File: config.mk
export PLATFORM = sky130hd
export DESIGN_NAME = sdboot_copier
export DESIGN_NICKNAME = d
export VERILOG_FILES = /design/src/rtl/sdboot_copier.sv
export SDC_FILE = /design/constraint.sdc
export NUM_CORES = 1
export LEC_CHECK = 0
export ABC_AREA = 1
export CORE_ASPECT_RATIO = 0.9
export CORE_UTILIZATION = 53
export DETAILED_ROUTE_END_ITERATION = 10
export PLACE_DENSITY = 0.79
export SLEW_MARGIN = 20
export SYNTH_ARGS = -nofsm -noshare
export SYNTH_HDL_FRONTEND = slang
export SYNTH_SLANG_ARGS = --single-unit
File: constraint.sdc
create_clock -name clk -period 3.3 [get_ports clk]
set_clock_uncertainty 0.05 [all_clocks]
set_input_delay 0.66 -clock clk [delete_from_list [all_inputs] [get_ports clk]]
set_output_delay 0.66 -clock clk [all_outputs]
set_load 0.005 [all_outputs]
File: src/rtl/sdboot_copier.sv
// Boot-time sector copier: sequences sdspi_reader over a run of SD sectors, packs the
// byte stream into little-endian words and streams them to RAM through a small FIFO.
module sdboot_copier #(
    parameter logic [31:0] SECTOR_BASE  = 32'd2048,
    parameter logic [15:0] SECTOR_COUNT = 16'd4096,
    parameter logic [31:0] RAM_BASE     = 32'h0000_0000,
    parameter int          FIFO_DEPTH   = 4
) (
    input  logic        clk,
    input  logic        rstn,
    input  logic        start,
    output logic        rstart,
    output logic [31:0] rsector,
    input  logic        rdone,
    input  logic        outen,
    input  logic [8:0]  outaddr,
    input  logic [7:0]  outbyte,
    output logic        frbusy,
    output logic        mem_req,
    output logic [31:0] mem_addr,
    output logic [31:0] mem_wdata,
    input  logic        mem_ready,
    output logic        busy,
    output logic        done,
    output logic        error,
    output logic [15:0] sectors_done
);
    localparam int PW = $clog2(FIFO_DEPTH);
    localparam int CW = PW + 1;
    localparam logic [CW-1:0] FB_LEVEL   = CW'(FIFO_DEPTH - 1);
    localparam logic [CW-1:0] FULL_LEVEL = CW'(FIFO_DEPTH);
    localparam logic [CW-1:0] CNT_ONE    = CW'(1);
    localparam logic [PW-1:0] PTR_ONE    = PW'(1);

    typedef enum logic [2:0] {IDLE, REQ, GAP, DRAIN, DONE, ERR} state_t;

    state_t        state_q, state_d;
    logic [31:0]   rsector_q, rsector_d;
    logic [15:0]   sdone_q, sdone_d;
    logic [9:0]    bcnt_q, bcnt_d;
    logic [23:0]   pack_q, pack_d;
    logic [29:0]   widx_q, widx_d;
    logic [PW-1:0] wptr_q, wptr_d, rptr_q, rptr_d;
    logic [CW-1:0] cnt_q, cnt_d;
    logic          rstart_q, rstart_d;
    logic          frbusy_q, frbusy_d;
    logic          busy_q, busy_d;
    logic          done_q, done_d;
    logic          error_q, error_d;
    logic          push, pop, flush;
    logic [31:0]   push_word;
    logic [31:0]   fifo_mem [FIFO_DEPTH];

    always_comb begin
        state_d   = state_q;
        rsector_d = rsector_q;
        sdone_d   = sdone_q;
        bcnt_d    = bcnt_q;
        pack_d    = pack_q;
        widx_d    = widx_q;
        push      = 1'b0;
        flush     = 1'b0;
        push_word = {outbyte, pack_q};
        pop       = (cnt_q != '0) && mem_ready;
        if (pop) widx_d = widx_q + 30'd1;

        case (state_q)
            IDLE, DONE, ERR: begin
                if (start) begin
                    rsector_d = SECTOR_BASE;
                    sdone_d   = '0;
                    bcnt_d    = '0;
                    pack_d    = '0;
                    widx_d    = '0;
                    flush     = 1'b1;
                    state_d   = (SECTOR_COUNT == 16'd0) ? DONE : REQ;
                end
            end
            REQ: begin
                if (outen) begin
                    if ({1'b0, outaddr} != bcnt_q) begin
                        state_d = ERR;
                    end else begin
                        bcnt_d = bcnt_q + 10'd1;
                        unique case (outaddr[1:0])
                            2'd0:    pack_d[7:0]   = outbyte;
                            2'd1:    pack_d[15:8]  = outbyte;
                            2'd2:    pack_d[23:16] = outbyte;
                            default: push          = 1'b1;
                        endcase
                    end
                end
                // A byte arriving together with rdone means the sector was not complete.
                if (rdone && (state_d != ERR)) begin
                    if ((bcnt_q != 10'd512) || outen) begin
                        state_d = ERR;
                    end else begin
                        sdone_d = sdone_q + 16'd1;
                        bcnt_d  = '0;
                        state_d = (sdone_q == SECTOR_COUNT - 16'd1) ? DRAIN : GAP;
                    end
                end
            end
            GAP: begin
                rsector_d = rsector_q + 32'd1;
                state_d   = REQ;
            end
            DRAIN: begin
                if (cnt_q == '0) state_d = DONE;
            end
            default: state_d = IDLE;
        endcase

        if (state_d == ERR) begin
            flush = 1'b1;
            push  = 1'b0;
        end

        wptr_d = wptr_q;
        rptr_d = rptr_q;
        cnt_d  = cnt_q;
        if (flush) begin
            wptr_d = '0;
            rptr_d = '0;
            cnt_d  = '0;
        end else begin
            if (push) wptr_d = wptr_q + PTR_ONE;
            if (pop)  rptr_d = rptr_q + PTR_ONE;
            case ({push, pop})
                2'b10:   cnt_d = cnt_q + CNT_ONE;
                2'b01:   cnt_d = cnt_q - CNT_ONE;
                default: cnt_d = cnt_q;
            endcase
        end

        rstart_d = (state_d == REQ);
        busy_d   = (state_d inside {REQ, GAP, DRAIN});
        done_d   = (state_d == DONE);
        error_d  = (state_d == ERR);
        frbusy_d = (cnt_d >= FB_LEVEL);
    end

    always_ff @(posedge clk or negedge rstn) begin
        if (!rstn) begin
            state_q   <= IDLE;
            rsector_q <= SECTOR_BASE;
            sdone_q   <= '0;
            bcnt_q    <= '0;
            widx_q    <= '0;
            wptr_q    <= '0;
            rptr_q    <= '0;
            cnt_q     <= '0;
            rstart_q  <= 1'b0;
            frbusy_q  <= 1'b0;
            busy_q    <= 1'b0;
            done_q    <= 1'b0;
            error_q   <= 1'b0;
        end else begin
            state_q   <= state_d;
            rsector_q <= rsector_d;
            sdone_q   <= sdone_d;
            bcnt_q    <= bcnt_d;
            widx_q    <= widx_d;
            wptr_q    <= wptr_d;
            rptr_q    <= rptr_d;
            cnt_q     <= cnt_d;
            rstart_q  <= rstart_d;
            frbusy_q  <= frbusy_d;
            busy_q    <= busy_d;
            done_q    <= done_d;
            error_q   <= error_d;
        end
    end

    // Datapath storage carries no reset; it is only observed through cnt_q.
    always_ff @(posedge clk) begin
        pack_q <= pack_d;
        if (push) begin
            assert (cnt_q != FULL_LEVEL);
            fifo_mem[wptr_q] <= push_word;
        end
    end

    assign rstart       = rstart_q;
    assign rsector      = rsector_q;
    assign frbusy       = frbusy_q;
    assign mem_req      = (cnt_q != '0);
    assign mem_wdata    = (cnt_q != '0) ? fifo_mem[rptr_q] : 32'd0;
    assign mem_addr     = RAM_BASE + {widx_q, 2'b00};
    assign busy         = busy_q;
    assign done         = done_q;
    assign error        = error_q;
    assign sectors_done = sdone_q;
endmodule

==> results of run 1 <==
-- state kept, by name, summed over array words and instances (netlist names), 2 cells and up --
register	cells
wptr_q	2
state_q	3
rptr_q	2
pack_q	24
fifo_mem	128
cnt_q	3
bcnt_q	10
rsector	32
widx_q	30
sectors_done	16
-- how the worst max path moves through the flow --
stage / end / slack [ps] / depth (start not counted)
global placement: frbusy / -100 / 21
global route: mem_wdata[22] / 40 / 6
floorplan: fifo_mem[0][0] / 430 / 11
finish: mem_wdata[16] / 150 / 6
CTS: mem_wdata[16] / 20 / 6
detailed placement: frbusy / -160 / 21
-- stage by stage --
step | TNS [ps] | util [%]
2_1_floorplan | 0 | -
3_3_place_gp | -189 | 63.6
3_5_place_dp | -338 | 63.6
4_1_cts | 0 | 67.8
5_1_grt | 0 | 67.9
6_report | 0 | 67.9
-- cells in the mapped netlist (all sizes together) (3+ instances only) --
cell type    n
ha          10
o21ai      108
mux2i        9
o31ai        3
a211oi      11
nor4        11
xnor2        6
xor2        21
inv        124
buf         19
edfxtp     152
dfrtp      102
clkinv       3
a21oi       72
nor3        40
o22ai        5
nand4       19
nand2      191
nand3       55
nor2       246
clkbuf      21
-- logic make-up after synthesis --
group	after synthesis	share of synthesized area (%)
flops	255	59.5
other cells	1	0.0312
simple gates	569	21.5
fa+ha+maj	11	1.21
xor+xnor	27	1.97
buf+inv	167	5.51
mux	9	0.750
compound gates	211	9.56
-- layout make-up --
type	instances	share of cell area, %
clock buffer	29	4.58
clock inverter	19	1.53
inverter	127	3.28
multi-input combinational	829	28.3
sequential	255	48.0
tap	291	2.44
timing repair buffer	176	11.9
-- power groups by stage --
stage | clock [mW] | combinational, mW | sequential, mW
2_1_floorplan | 0 | 0.676 | 3.91
3_3_place_gp | 0 | 1.09 | 3.96
3_5_place_dp | 0 | 1.11 | 3.97
4_1_cts | 3.10 | 1.12 | 3.91
5_1_grt | 3.24 | 1.23 | 3.93
6_report | 3.08 | 1.11 | 3.91
-- critical path, stage by stage, from the launching register on --
cell	delay (ps)
sky130_fd_sc_hd__dfrtp_1	410
sky130_fd_sc_hd__inv_1	100
sky130_fd_sc_hd__nand2_4	130
sky130_fd_sc_hd__inv_1	70
sky130_fd_sc_hd__buf_4	260
sky130_fd_sc_hd__a21oi_1	310
sky130_fd_sc_hd__clkdlybuf4s50_1	580
-- metal layers --
layer	up-vias	wire length [um]	part of all wire (%)	track usage (%)
met1	4500	12200	44	34.0
met3	56	2000	7.2	3.88
met4	0	744	2.7	7.99
met5	-	0	0	0
li1	4535	-	-	-
met2	356	13000	47	39.3
-- timing repair --
item / 4_1_cts / 5_1_grt
endpoints found under the setup margin: 5 / 6
gates resized for setup: 1 / 4
endpoints found under the hold margin: 0 / 0
==> metrics.txt, run 1 <==
# TYPE chip_impl_metric gauge
chip_impl_metric{name="die_w",unit="um"} 161
chip_impl_metric{name="power.density_cell_area",unit="nW/um2"} 544
chip_impl_metric{name="cts-root-to-sink-buffers",unit=""} 3
chip_impl_metric{name="vias_per_cell",unit=""} 5.47
chip_impl_metric{name="dr_total_vias",unit=""} 9447
chip_impl_metric{name="final.period_utilization",unit="%"} 95.4
chip_impl_metric{name="worst_setup_hold_path_clk_slew",unit="ps"} 70
chip_impl_metric{name="grt_remaining_overflow",unit=""} 0
chip_impl_info{name="setup.worst_path.class",value="register to output pin"} 1
chip_impl_metric{name="yosysWarnings",unit=""} 0
chip_impl_info{name="hp-class",value="primary input to asynchronous set/reset pin"} 1
chip_impl_metric{name="clk_network_pwr_share",unit="%"} 38.0
chip_impl_info{name="setup.worst_path.start",value="cnt_q[0]"} 1
chip_impl_info{name="r2r_start",value="state_q[2]"} 1
chip_impl_metric{name="swShare",unit="%"} 27.2
chip_impl_metric{name="num-nets-final",unit=""} 1449
chip_impl_metric{name="ff_latch_area",unit="um2"} 7140
chip_impl_metric{name="groute.usage.overall",unit="%"} 24.3
chip_impl_metric{name="area_growth",unit="%"} 24.0
chip_impl_metric{name="placeableCoreArea",unit="um2"} 22000
chip_impl_metric{name="routed_wirelength",unit="mm"} 27.9
chip_impl_metric{name="dp_hpwl",unit="mm"} 18.6
chip_impl_metric{name="hold_viol_final",unit=""} 0
chip_impl_info{name="r2r-end",value="frbusy"} 1
chip_impl_metric{name="numClockSinks",unit=""} 255
chip_impl_metric{name="grt_max_degree",unit=""} 66
chip_impl_metric{name="max_slew_margin",unit="%"} 42.1
chip_impl_metric{name="slew_violations",unit=""} 0
chip_impl_metric{name="internal_reg_to_reg_setup_slack",unit="ps"} 360
chip_impl_metric{name="synth_area_per_cell",unit="um2"} 9.61
chip_impl_metric{name="clk_latency",unit="ps"} 550
chip_impl_metric{name="comb_power_share",unit="%"} 13.7
chip_impl_metric{name="drv_cap",unit=""} 0
chip_impl_metric{name="cts_setup_buffers",unit=""} 0
chip_impl_info{name="startpoint_type",value="register"} 1
chip_impl_info{name="yosys.area.top_type",value="sky130_fd_sc_hd__edfxtp_1"} 1
chip_impl_metric{name="fp-row-count",unit=""} 51
chip_impl_metric{name="cts_made_buffers",unit=""} 26
chip_impl_info{name="cts_tree",value="yes"} 1
chip_impl_metric{name="multi_input_area",unit="um2"} 4210
chip_impl_metric{name="die_area",unit="um2"} 23300
chip_impl_metric{name="htree_levels",unit=""} 1
chip_impl_metric{name="synth_cell_types",unit=""} 58
chip_impl_metric{name="dp_worst_setup_slack",unit="ps"} -157
chip_impl_metric{name="ir_drop",unit="uV"} 356
chip_impl_metric{name="placed_cell_area",unit="um2"} 14000
chip_impl_metric{name="grt_first_pass_wirelength",unit="mm"} 45.0
chip_impl_metric{name="fill_cells",unit=""} 1639
chip_impl_metric{name="drt_pass1_iterations",unit=""} 5
chip_impl_metric{name="worstMarginPinSlew",unit="ps"} 865
chip_impl_info{name="ys.flop_type",value="sky130_fd_sc_hd__edfxtp_1"} 1
chip_impl_info{name="rsz0062_at_grt",value="no"} 1
chip_impl_metric{name="cts_hold_buf",unit=""} 0
chip_impl_metric{name="count_of_pins_on_the_block_boundary",unit=""} 141
chip_impl_metric{name="postLayoutSetupSlackWorst",unit="ps"} 152
chip_impl_metric{name="drtIter0Drc",unit=""} 705
chip_impl_metric{name="internal-power",unit="mW"} 5.89
chip_impl_metric{name="antenna_violating_nets_post_route",unit=""} 0
chip_impl_metric{name="synth_edf_count",unit=""} 152
chip_impl_metric{name="grt_pass1_vias",unit=""} 8927
chip_impl_metric{name="async_reset_ff_share",unit="%"} 40.4
chip_impl_metric{name="worstPathArrival",unit="ps"} 2440
chip_impl_info{name="end_kind",value="output pin"} 1
chip_impl_metric{name="leakagePower",unit="nW"} 5.71
chip_impl_metric{name="power.share.sequential",unit="%"} 48.3
chip_impl_metric{name="number_of_cells_produced_by_synthesis",unit=""} 1250
chip_impl_metric{name="detail_route.drc_violations",unit=""} 0
chip_impl_metric{name="post_syn_area",unit="um2"} 12000
chip_impl_metric{name="post-layout-total-power",unit="mW"} 8.10
chip_impl_metric{name="post_route_cells_drive_above_1_share",unit="%"} 9.97
chip_impl_metric{name="rr_worst_depth",unit=""} 17
chip_impl_metric{name="clock.fmax",unit="MHz"} 318
chip_impl_info{name="outcome",value="finished, final reports clean"} 1
chip_impl_info{name="cts_root_buffer",value="sky130_fd_sc_hd__clkbuf_16"} 1
chip_impl_metric{name="critical_path.max_fanout",unit=""} 32
chip_impl_info{name="mostFrequentLayoutCells",value="235 x sky130_fd_sc_hd__nor2_1, 178 x sky130_fd_sc_hd__nand2_1, 152 x sky130_fd_sc_hd__edfxtp_1"} 1
chip_impl_metric{name="chipHeight",unit="um"} 145
chip_impl_metric{name="post_synthesis_sequential_area_ratio",unit="%"} 59.5
chip_impl_metric{name="yosys_register_bits",unit=""} 255
chip_impl_info{name="netlist_top_cells_area",value="sky130_fd_sc_hd__edfxtp_1 38%, sky130_fd_sc_hd__dfrtp_1 21%, sky130_fd_sc_hd__nor2_1 7.3%"} 1
chip_impl_metric{name="placed_cells",unit=""} 1678
chip_impl_info{name="layout_commonest_cell",value="sky130_fd_sc_hd__nor2_1"} 1
chip_impl_metric{name="antenna_found_initial",unit=""} 0
chip_impl_metric{name="final_cells",unit=""} 1726
chip_impl_metric{name="netlist.area_leader.share",unit="%"} 38.0
chip_impl_metric{name="start_util",unit="%"} 54.7
chip_impl_metric{name="postLayoutCellArea",unit="um2"} 14900
chip_impl_metric{name="placement.io_buffers",unit=""} 138
chip_impl_metric{name="power_switching",unit="mW"} 2.20
chip_impl_metric{name="data_required_critical_path",unit="ps"} 2590
chip_impl_metric{name="fin_hold_ws",unit="ps"} 136
chip_impl_metric{name="place_congestion",unit=""} 0.925
chip_impl_metric{name="route.detailed.wl_per_inst",unit="um"} 16.2
chip_impl_metric{name="num_antenna_cells",unit=""} 0
chip_impl_metric{name="finalSetupViolCount",unit=""} 0
chip_impl_metric{name="final.min_clock_period",unit="ps"} 3150
Note: power is estimated with default switching activity, not from simulation.
==> inputs of run 2 (changes only) <==
- SLEW_MARGIN: 20 -> default
==> results of run 2 <==
Final layout, timing and power as in run 1 (identical DEF).
==> inputs of run 3 (changes only) <==
- GPL_TIMING_DRIVEN: default -> 0
==> run 3 against run 2 <==
  * Register-to-register slack got worse by 100 ps
  * Maximum frequency decreased by 3.3%
  * Critical path type unchanged
  * First-iteration DRC count increased by 4.1%
  * Total power decreased by 2.5%
  * Largest power group unchanged
  * Clock-buffer cell count increased by 5
  * Largest cell class unchanged
  * Setup slack got worse by 110 ps
  * Critical path depth unchanged
==> metrics.txt, run 3 (same netlist as run 1, synthesis figures left out) <==
# TYPE chip_impl_metric gauge
chip_impl_metric{name="antenna_violating_nets_post_route",unit=""} 0
chip_impl_metric{name="die_area",unit="um2"} 23300
chip_impl_metric{name="die_w",unit="um"} 161
chip_impl_metric{name="data_required_critical_path",unit="ps"} 2590
chip_impl_metric{name="cts-root-to-sink-buffers",unit=""} 3
chip_impl_metric{name="post_route_cells_drive_above_1_share",unit="%"} 9.22
chip_impl_info{name="hp-class",value="primary input to asynchronous set/reset pin"} 1
chip_impl_metric{name="fp-row-count",unit=""} 51
chip_impl_metric{name="htree_levels",unit=""} 1
chip_impl_info{name="largest-register",value="fifo_mem"} 1
chip_impl_metric{name="start_util",unit="%"} 54.7
chip_impl_metric{name="gr_layer_usage_met1",unit="%"} 35.8
chip_impl_metric{name="drtIter0Drc",unit=""} 734
chip_impl_metric{name="groute.usage.overall",unit="%"} 26.4
chip_impl_metric{name="hold_viol_final",unit=""} 0
chip_impl_metric{name="worst_setup_hold_path_clk_slew",unit="ps"} 60
chip_impl_metric{name="area_growth",unit="%"} 23.5
chip_impl_metric{name="slew_violations",unit=""} 0
chip_impl_metric{name="drt_pass1_iterations",unit=""} 5
chip_impl_metric{name="dr_total_vias",unit=""} 9653
chip_impl_metric{name="vias_per_cell",unit=""} 5.57
chip_impl_metric{name="antenna_found_initial",unit=""} 0
chip_impl_metric{name="fin_tns_setup",unit="ps"} 0
chip_impl_metric{name="worstPathArrival",unit="ps"} 2540
chip_impl_info{name="grt_busiest_layer",value="met2"} 1
chip_impl_metric{name="global_route.usage.met3",unit="%"} 4.02
chip_impl_metric{name="place_congestion",unit=""} 0.937
chip_impl_metric{name="fin_hold_ws",unit="ps"} 47.5
chip_impl_metric{name="route.detailed.wl_per_inst",unit="um"} 17.5
chip_impl_metric{name="grt_remaining_overflow",unit=""} 0
chip_impl_metric{name="power.share.sequential",unit="%"} 49.6
chip_impl_metric{name="leakagePower",unit="nW"} 5.66
chip_impl_metric{name="internal-power",unit="mW"} 5.70
chip_impl_metric{name="final.period_utilization",unit="%"} 98.6
chip_impl_metric{name="power.density_cell_area",unit="nW/um2"} 532
chip_impl_metric{name="clock.fmax",unit="MHz"} 307
chip_impl_info{name="cts_root_buffer",value="sky130_fd_sc_hd__clkbuf_16"} 1
chip_impl_metric{name="num_antenna_cells",unit=""} 0
chip_impl_info{name="setup.worst_path.class",value="register to output pin"} 1
chip_impl_metric{name="postLayoutSetupSlackWorst",unit="ps"} 45.4
chip_impl_metric{name="drv_cap",unit=""} 0
chip_impl_metric{name="finalSetupViolCount",unit=""} 0
chip_impl_info{name="r2r_start",value="bcnt_q[0]"} 1
chip_impl_metric{name="grt_pass1_vias",unit=""} 9428
chip_impl_metric{name="largest_register_ff_count",unit=""} 128
chip_impl_info{name="layout_commonest_cell",value="sky130_fd_sc_hd__nor2_1"} 1
chip_impl_metric{name="grt_first_pass_wirelength",unit="mm"} 48.1
chip_impl_metric{name="fill_cells",unit=""} 1647
chip_impl_metric{name="dp_hpwl",unit="mm"} 20.8
chip_impl_metric{name="critical_path.max_fanout",unit=""} 10
chip_impl_info{name="setup.worst_path.start",value="rptr_q[0]"} 1
chip_impl_metric{name="routed_wirelength",unit="mm"} 30.3
chip_impl_metric{name="placeableCoreArea",unit="um2"} 22000
chip_impl_metric{name="clk_latency",unit="ps"} 550
chip_impl_metric{name="dp_worst_setup_slack",unit="ps"} -586
chip_impl_metric{name="clk_network_pwr_share",unit="%"} 36.0
chip_impl_metric{name="num-nets-final",unit=""} 1459
chip_impl_metric{name="detail_route.drc_violations",unit=""} 0
chip_impl_info{name="end_kind",value="output pin"} 1
chip_impl_metric{name="ir_drop",unit="uV"} 363
chip_impl_metric{name="placement.io_buffers",unit=""} 138
chip_impl_info{name="outcome",value="finished, final reports clean"} 1
chip_impl_info{name="cts_tree",value="yes"} 1
chip_impl_info{name="mostFrequentLayoutCells",value="234 x sky130_fd_sc_hd__nor2_1, 178 x sky130_fd_sc_hd__nand2_1, 152 x sky130_fd_sc_hd__edfxtp_1"} 1
chip_impl_metric{name="swShare",unit="%"} 27.8
chip_impl_metric{name="cts_hold_buf",unit=""} 0
chip_impl_metric{name="grt_max_degree",unit=""} 69
chip_impl_metric{name="worstMarginPinSlew",unit="ps"} 974
chip_impl_metric{name="count_of_pins_on_the_block_boundary",unit=""} 141
chip_impl_metric{name="cts_made_buffers",unit=""} 26
chip_impl_metric{name="power_switching",unit="mW"} 2.19
chip_impl_metric{name="numClockSinks",unit=""} 255
chip_impl_metric{name="comb_power_share",unit="%"} 14.4
chip_impl_info{name="startpoint_type",value="register"} 1
chip_impl_metric{name="max_slew_margin",unit="%"} 34.8
chip_impl_metric{name="chipHeight",unit="um"} 145
chip_impl_metric{name="final.min_clock_period",unit="ps"} 3250
chip_impl_metric{name="routing_usage_on_met2",unit="%"} 43.4
run 3: cell count changes in the layout (fill, tap and decap cells not counted), moves of 4 or more:
cell | previous run | this run
sky130_fd_sc_hd__nor2_4 | 4 | 8
sky130_fd_sc_hd__clkbuf_1 | 1 | 18
sky130_fd_sc_hd__clkbuf_4 | 0 | 7
sky130_fd_sc_hd__buf_16 | 0 | 5
sky130_fd_sc_hd__buf_2 | 0 | 13
sky130_fd_sc_hd__buf_4 | 30 | 7
sky130_fd_sc_hd__buf_12 | 9 | 0
sky130_fd_sc_hd__clkinvlp_4 | 6 | 0
run 3: per-layer routing:
metal | vias to the layer above | share of wire [%]
met2 | 376 | 47
met1 | 4655 | 42
met5 | - | 0
met3 | 63 | 7.6
li1 | 4559 | -
met4 | 0 | 2.9
run 3: repair_timing:
action	CTS	global route
gates resized for setup	24	20
pin swaps	0	5
cloned	0	0
endpoints found under the setup margin	34	19
setup buffers	1	3
run 3: worst max-delay path: stages, from the launching register on:
cell and delay, ps:
sky130_fd_sc_hd__dfrtp_1 410, sky130_fd_sc_hd__inv_1 90, sky130_fd_sc_hd__clkbuf_2 230, sky130_fd_sc_hd__buf_2 260, sky130_fd_sc_hd__o21ai_0 130, sky130_fd_sc_hd__a21oi_1 310
sky130_fd_sc_hd__clkdlybuf4s50_1 570
run 3: worst paths after layout:
kind	end	slack (ps)	cells past startpoint
max in group asynchronous	rsector[11]	2410	2
worst min-delay path	rsector[19]	50	1
min in group clk	fifo_mem[2][7]	440	0
worst max register to register	frbusy	260	16
worst min register to register	fifo_mem[2][7]	440	0
worst max-delay path	mem_wdata[31]	50	6
run 3: area by class of cell:
cell class              instances  area [um2]  share of cell area (%)
flip-flops and latches        255        7140                    48.2
plain buffers                  39         214                    1.44
multi-input cells             829        4270                    28.8
clock buffers                  34         701                    4.72
repair buffers                147        1540                    10.4
clock inverters                11         110                   0.742
inverters                     127         489                    3.30
well taps                     291         364                    2.45
run 3: power groups by stage:
stage / Clock [mW] / Combinational, mW / Sequential [mW]
2_1_floorplan: 0 / 0.676 / 3.91
3_3_place_gp: 0 / 1.08 / 3.95
3_5_place_dp: 0 / 1.11 / 3.97
4_1_cts: 2.86 / 1.12 / 3.91
5_1_grt: 2.99 / 1.26 / 3.93
6_report: 2.84 / 1.14 / 3.91
run 3: stage by stage:
step                power [mW]  cells  instance area, um2  util, %
floorplan                 4.59   1251               12000        -
detailed placement        5.08   1685               13900     63.4
global route              8.18   1733               14800     67.6
finish                    7.89   1733               14800     67.6
global placement          5.04   1680               13800     62.7
CTS                       7.88   1731               14800     67.3
